===== src/rtl/axil_reg_slice_pkg.sv =====
// Shared AXI-Lite definitions for the register slice: response codes and
// per-channel packed payload widths.
package axil_reg_slice_pkg;

    localparam int unsigned PROT_WIDTH = 3;
    localparam int unsigned RESP_WIDTH = 2;

    typedef enum logic [RESP_WIDTH-1:0] {
        RESP_OKAY   = 2'b00,
        RESP_EXOKAY = 2'b01,
        RESP_SLVERR = 2'b10,
        RESP_DECERR = 2'b11
    } axil_resp_e;

    function automatic int unsigned aw_width(input int unsigned addr_width);
        return addr_width + PROT_WIDTH;
    endfunction

    function automatic int unsigned w_width(input int unsigned data_width,
                                            input int unsigned strb_width);
        return data_width + strb_width;
    endfunction

    function automatic int unsigned b_width();
        return RESP_WIDTH;
    endfunction

    function automatic int unsigned ar_width(input int unsigned addr_width);
        return addr_width + PROT_WIDTH;
    endfunction

    function automatic int unsigned r_width(input int unsigned data_width);
        return data_width + RESP_WIDTH;
    endfunction

endpackage


===== src/rtl/axil_reg_slice_skid.sv =====
// Two-entry skid buffer for one valid/ready channel; ENABLE=0 degenerates
// to a plain wire-through with no state.
module axil_skid_buf #(
    parameter int unsigned WIDTH  = 32,
    parameter int unsigned ENABLE = 1
) (
    input  logic             clk,
    input  logic             rstn,
    input  logic [WIDTH-1:0] in_data,
    input  logic             in_valid,
    output logic             in_ready,
    output logic [WIDTH-1:0] out_data,
    output logic             out_valid,
    input  logic             out_ready
);

    generate
        if (ENABLE != 0) begin : g_reg
            logic             out_valid_q;
            logic [WIDTH-1:0] out_data_q;
            logic             skid_valid_q;
            logic [WIDTH-1:0] skid_data_q;
            logic             in_fire;
            logic             advance;

            // in_ready comes straight from the skid flop, breaking the ready path.
            assign in_ready  = ~skid_valid_q;
            assign in_fire   = in_valid & ~skid_valid_q;
            assign advance   = ~out_valid_q | out_ready;
            assign out_valid = out_valid_q;
            assign out_data  = out_data_q;

            always_ff @(posedge clk or negedge rstn) begin
                if (!rstn) begin
                    out_valid_q  <= 1'b0;
                    skid_valid_q <= 1'b0;
                end else if (advance) begin
                    if (skid_valid_q) begin
                        out_valid_q  <= 1'b1;
                        skid_valid_q <= 1'b0;
                    end else begin
                        out_valid_q <= in_fire;
                    end
                end else if (in_fire) begin
                    skid_valid_q <= 1'b1;
                end
            end

            // Payload is don't-care while its valid is low, so it carries no reset.
            always_ff @(posedge clk) begin
                if (advance) begin
                    if (skid_valid_q) begin
                        out_data_q <= skid_data_q;
                    end else if (in_fire) begin
                        out_data_q <= in_data;
                    end
                end else if (in_fire) begin
                    skid_data_q <= in_data;
                end
            end
        end else begin : g_bypass
            assign out_data  = in_data;
            assign out_valid = in_valid;
            assign in_ready  = out_ready;
        end
    endgenerate

endmodule


===== src/rtl/axil_reg_slice.sv =====
// AXI-Lite register slice between the control-unit master and interconnect
// slave port 0; each channel is an independent optional skid buffer.
module axil_reg_slice
    import axil_reg_slice_pkg::*;
#(
    parameter int unsigned DATA_WIDTH = 32,
    parameter int unsigned ADDR_WIDTH = 32,
    parameter int unsigned STRB_WIDTH = DATA_WIDTH / 8,
    parameter int unsigned AW_REG     = 1,
    parameter int unsigned W_REG      = 1,
    parameter int unsigned B_REG      = 1,
    parameter int unsigned AR_REG     = 1,
    parameter int unsigned R_REG      = 1
) (
    input  logic                  clk,
    input  logic                  rstn,

    input  logic [ADDR_WIDTH-1:0] s_axil_awaddr,
    input  logic [2:0]            s_axil_awprot,
    input  logic                  s_axil_awvalid,
    output logic                  s_axil_awready,
    input  logic [DATA_WIDTH-1:0] s_axil_wdata,
    input  logic [STRB_WIDTH-1:0] s_axil_wstrb,
    input  logic                  s_axil_wvalid,
    output logic                  s_axil_wready,
    output logic [1:0]            s_axil_bresp,
    output logic                  s_axil_bvalid,
    input  logic                  s_axil_bready,
    input  logic [ADDR_WIDTH-1:0] s_axil_araddr,
    input  logic [2:0]            s_axil_arprot,
    input  logic                  s_axil_arvalid,
    output logic                  s_axil_arready,
    output logic [DATA_WIDTH-1:0] s_axil_rdata,
    output logic [1:0]            s_axil_rresp,
    output logic                  s_axil_rvalid,
    input  logic                  s_axil_rready,

    output logic [ADDR_WIDTH-1:0] m_axil_awaddr,
    output logic [2:0]            m_axil_awprot,
    output logic                  m_axil_awvalid,
    input  logic                  m_axil_awready,
    output logic [DATA_WIDTH-1:0] m_axil_wdata,
    output logic [STRB_WIDTH-1:0] m_axil_wstrb,
    output logic                  m_axil_wvalid,
    input  logic                  m_axil_wready,
    input  logic [1:0]            m_axil_bresp,
    input  logic                  m_axil_bvalid,
    output logic                  m_axil_bready,
    output logic [ADDR_WIDTH-1:0] m_axil_araddr,
    output logic [2:0]            m_axil_arprot,
    output logic                  m_axil_arvalid,
    input  logic                  m_axil_arready,
    input  logic [DATA_WIDTH-1:0] m_axil_rdata,
    input  logic [1:0]            m_axil_rresp,
    input  logic                  m_axil_rvalid,
    output logic                  m_axil_rready
);

    localparam int unsigned AW_W = aw_width(ADDR_WIDTH);
    localparam int unsigned W_W  = w_width(DATA_WIDTH, STRB_WIDTH);
    localparam int unsigned B_W  = b_width();
    localparam int unsigned AR_W = ar_width(ADDR_WIDTH);
    localparam int unsigned R_W  = r_width(DATA_WIDTH);

    logic [AW_W-1:0] aw_in, aw_out;
    logic [W_W-1:0]  w_in,  w_out;
    logic [B_W-1:0]  b_in,  b_out;
    logic [AR_W-1:0] ar_in, ar_out;
    logic [R_W-1:0]  r_in,  r_out;

    assign aw_in = {s_axil_awaddr, s_axil_awprot};
    assign {m_axil_awaddr, m_axil_awprot} = aw_out;

    assign w_in = {s_axil_wdata, s_axil_wstrb};
    assign {m_axil_wdata, m_axil_wstrb} = w_out;

    assign b_in = m_axil_bresp;
    assign s_axil_bresp = b_out;

    assign ar_in = {s_axil_araddr, s_axil_arprot};
    assign {m_axil_araddr, m_axil_arprot} = ar_out;

    assign r_in = {m_axil_rdata, m_axil_rresp};
    assign {s_axil_rdata, s_axil_rresp} = r_out;

    axil_skid_buf #(.WIDTH(AW_W), .ENABLE(AW_REG)) u_aw (
        .clk       (clk),
        .rstn      (rstn),
        .in_data   (aw_in),
        .in_valid  (s_axil_awvalid),
        .in_ready  (s_axil_awready),
        .out_data  (aw_out),
        .out_valid (m_axil_awvalid),
        .out_ready (m_axil_awready)
    );

    axil_skid_buf #(.WIDTH(W_W), .ENABLE(W_REG)) u_w (
        .clk       (clk),
        .rstn      (rstn),
        .in_data   (w_in),
        .in_valid  (s_axil_wvalid),
        .in_ready  (s_axil_wready),
        .out_data  (w_out),
        .out_valid (m_axil_wvalid),
        .out_ready (m_axil_wready)
    );

    // Response channels run from the interconnect back towards the CPU.
    axil_skid_buf #(.WIDTH(B_W), .ENABLE(B_REG)) u_b (
        .clk       (clk),
        .rstn      (rstn),
        .in_data   (b_in),
        .in_valid  (m_axil_bvalid),
        .in_ready  (m_axil_bready),
        .out_data  (b_out),
        .out_valid (s_axil_bvalid),
        .out_ready (s_axil_bready)
    );

    axil_skid_buf #(.WIDTH(AR_W), .ENABLE(AR_REG)) u_ar (
        .clk       (clk),
        .rstn      (rstn),
        .in_data   (ar_in),
        .in_valid  (s_axil_arvalid),
        .in_ready  (s_axil_arready),
        .out_data  (ar_out),
        .out_valid (m_axil_arvalid),
        .out_ready (m_axil_arready)
    );

    axil_skid_buf #(.WIDTH(R_W), .ENABLE(R_REG)) u_r (
        .clk       (clk),
        .rstn      (rstn),
        .in_data   (r_in),
        .in_valid  (m_axil_rvalid),
        .in_ready  (m_axil_rready),
        .out_data  (r_out),
        .out_valid (s_axil_rvalid),
        .out_ready (s_axil_rready)
    );

endmodule


===== config.mk =====
export PLATFORM = sky130hd
export DESIGN_NAME = axil_reg_slice
export DESIGN_NICKNAME = d
export VERILOG_FILES = /design/src/rtl/axil_reg_slice_pkg.sv /design/src/rtl/axil_reg_slice_skid.sv /design/src/rtl/axil_reg_slice.sv
export SDC_FILE = /design/constraint.sdc
export NUM_CORES = 1
export LEC_CHECK = 0
export CAP_MARGIN = 5
export CORE_ASPECT_RATIO = 0.9
export CORE_UTILIZATION = 48
export DETAILED_ROUTE_END_ITERATION = 6
export GPL_ROUTABILITY_DRIVEN = 0
export PLACE_DENSITY = 0.91
export SYNTH_ARGS = -nofsm -noshare
export SYNTH_HDL_FRONTEND = slang
export SYNTH_SLANG_ARGS = --single-unit

===== constraint.sdc =====
create_clock -name clk -period 4.7 [get_ports clk]
set_input_delay 0.94 -clock clk [delete_from_list [all_inputs] [get_ports clk]]
set_output_delay 0.94 -clock clk [all_outputs]
set_load 0.03 [all_outputs]

==> results.txt <==
Clk_skew = 0.00901 ns
Mean area per synthesized cell = 22.2 um^2
Reg2reg setup slack = 2.02 ns
Peak VDD IR = 283 uV
Max-slew violations = 0
Post-synth top area share = 0.789
Initial detailed-routing violation count = 289
Unique masters post-synth = 13
Final cycle utilization of the critical path = 0.690
Vias in the first global route = 5876
Sequential Area = 0.00878 mm^2
Worst path cell trace = inv_1, clkdlybuf4s50_1
RSZ-0062 raised after global routing = false
Layout cells sized above 1 = 0.238
Status = completed
Grt ovf = 0
Seq/Total Area, Yosys = 0.812
Routed WL per cell = 19.6 um
Port Buffers = 305
Via count = 5664
Compound-Gate Fraction of Synth Area = 0.00347
CP endpoint = m_axil_rready
Final nets = 974
Initial Util = 0.495
Final WL = 22300 um
Pre-antenna DRT Iters = 4
CP startpoint kind = flop
Worst Setup SP = u_r.g_reg.skid_valid_q
Netlist Area Pre-Place = 0.0108 mm^2
Layout Cells excl Fill = 1137
Worst-Margin Slew = 0.947 ns
Final Hold Viols = 0
R2r startpoint = u_w.g_reg.skid_valid_q
Post-CTS Resized = 0
# IOs = 306
Final setup TNS = 0 ns
Largest net degree at the start of global routing = 39
F_max = 0.308 GHz
Area of placed instances = 0.0142 mm^2
Final Setup Violations = 0
Antenna violations before repair = 3
CP Data Arrival Time = 2.30 ns
Mux cell area share after synthesis = 0.158
Clk buf depth = 3
Crit-path max cell delay = 0.99 ns
WP data required = 3.76 ns
Placed Cells = 1079
GRT Resource Usage Total = 0.186
Area of the multi-input gates = 0.00189 mm^2
Syn Inst Count = 487
Syn nets = 641
H-Tree Depth = 1
Post-DR vias/cell = 4.98
Final instance area = 0.0151 mm^2
Die Wd = 160 um
Ys Warns = 0
Hold_buf cts = 0
Area grow syn2layout = 40.1%
Postcts setup bufs = 0
Number of CTS-inserted buffers = 30
Fin crit period = 3.24 ns
Die Ht = 144 um
Root Driver = clkbuf_16
RR Endpoint = u_w.out_data[4]
Critical-path maximum fanout = 38
First-pass GRT wire length = 32800 um
Largest family of logic cells by synthesized area = multiplexers
Worst min-delay path class = reg2reg
HPWL Detailed = 15500 um
TritonCTS Sinks = 294
Clock Latency Late Sink = 0.53 ns
Worst setup EP type = output pin
Synth Area in Simple Gates = 0.0116
Relative slew slack = 0.366
Adder-cell share of the synthesized area = 0
Power Density = 414 mW/mm^2
Number of remaining DRC errors = 0
CTS tree = yes
CP Class = reg2out
Reg2reg path depth = 3
Yosys top cell by area = edfxtp_1
Max-Cap Viols = 0
Final ANT Viol Nets = 0
Core Box Area = 0.0218 mm^2
Fillcell total = 1405
Layout Utilization = 0.693
Clk slew on worst S/H paths = 0.06 ns
DIE AREA = 0.0231 mm^2
Area contributors post-synth = edfxtp_1 79%, mux2_2 12%, mux2_4 3.9%, dfrtp_1 2.3%, buf_6 0.73%
Row cnt = 51
XOR/XNOR Fraction of Synth Area = 0
Leak = 5.22 nW
Synthesized flop and latch total = 294
Slowest stage cell, crit path = dfrtp_2
critical path, delay by kind of cell (launching register included):
| kind | cells | cell delay, ns |
|---|---|---|
| flip-flops | 1 | 0.99 |
| buffers and inverters | 2 | 0.77 |
worst min-delay path by stage:
stage / start / depth (start not counted) / end / slack, ns
after floorplan: u_ar.g_reg.skid_data_q[10] / 1 / u_ar.out_data[10] / 0.52
after global placement: u_aw.g_reg.skid_data_q[18] / 1 / u_aw.out_data[18] / 0.53
after detailed placement: u_w.g_reg.skid_data_q[9] / 1 / u_w.out_data[9] / 0.53
after CTS: u_ar.g_reg.skid_data_q[13] / 1 / u_ar.out_data[13] / 0.55
after global routing: u_ar.g_reg.skid_data_q[25] / 1 / u_ar.out_data[25] / 0.55
final: u_ar.g_reg.skid_data_q[31] / 1 / u_ar.out_data[31] / 0.54
logic make-up (layout without fill, tap and decap cells):
logic type,Yosys count,in the layout
other,0,3
AND/OR/NAND/NOR,25,25
AO/OA/AOI/OAI,5,5
multiplexers,142,142
buffers and inverters,21,377
flip-flops,294,294
state kept, by name, indices dropped and copies added (netlist names), 2 cells and up:
register / cells
u_w.g_reg.skid_data_q: 36
u_w.out_data: 36
u_ar.g_reg.skid_data_q: 35
u_ar.out_data: 35
u_aw.g_reg.skid_data_q: 35
u_aw.out_data: 35
u_r.g_reg.skid_data_q: 34
u_r.out_data: 34
u_b.g_reg.skid_data_q: 2
u_b.out_data: 2
routing by layer:
layer	global-route usage	share of wire	vias to the layer above
met1	0.234	0.40	2770
met4	0.0607	0.027	0
met3	0.0436	0.065	44
met5	0	0	-
met2	0.322	0.51	247
li1	-	-	2603
layout by cell type, fill, tap and decap left out, drive strengths merged:
cell / instances
inv: 5
nor2: 10
clkbuf: 39
nand2: 5
nor3b: 5
o21a: 5
mux2: 142
edfxtp: 284
dfrtp: 10
clkdlybuf4s50: 305
clkinvlp: 2
nand2b: 5
bufinv: 2
clkinv: 12
diode: 3
buf: 12
layout make-up:
class	instances	share of cell area
timing repair buffer	317	0.208
multi-input combinational	172	0.125
clock inverter	16	0.00852
antenna	3	0.000496
inverter	5	0.00124
tap	291	0.0241
clock buffer	39	0.0532
sequential	294	0.580
Yosys cell counts:
| cell | instances |
|---|---|
| buf_2 | 2 |
| mux2_2 | 114 |
| buf_6 | 7 |
| nand2b_1 | 5 |
| edfxtp_1 | 284 |
| inv_1 | 5 |
| mux2_4 | 28 |
| nor3b_1 | 5 |
| o21a_1 | 5 |
| buf_4 | 7 |
| nor2_1 | 10 |
| dfrtp_1 | 10 |
| nand2_1 | 5 |
through the flow:
step                total power [mW]  setup slack [ns]  hold WS [ns]
global route                    6.47              1.34         0.553
finish                          6.26              1.46         0.544
floorplan                       3.66             0.384         0.523
global placement                4.05              1.64         0.526
CTS                             6.33              1.41         0.548
detailed placement              4.08              1.53         0.531
power breakdown:
part	leakage, nW	switching, mW	internal (mW)
sequential	2.79	0.0663	3.09
combinational	1.97	0.446	0.419
clock	0.455	0.928	1.31
Note: power is estimated with default switching activity, not from simulation.
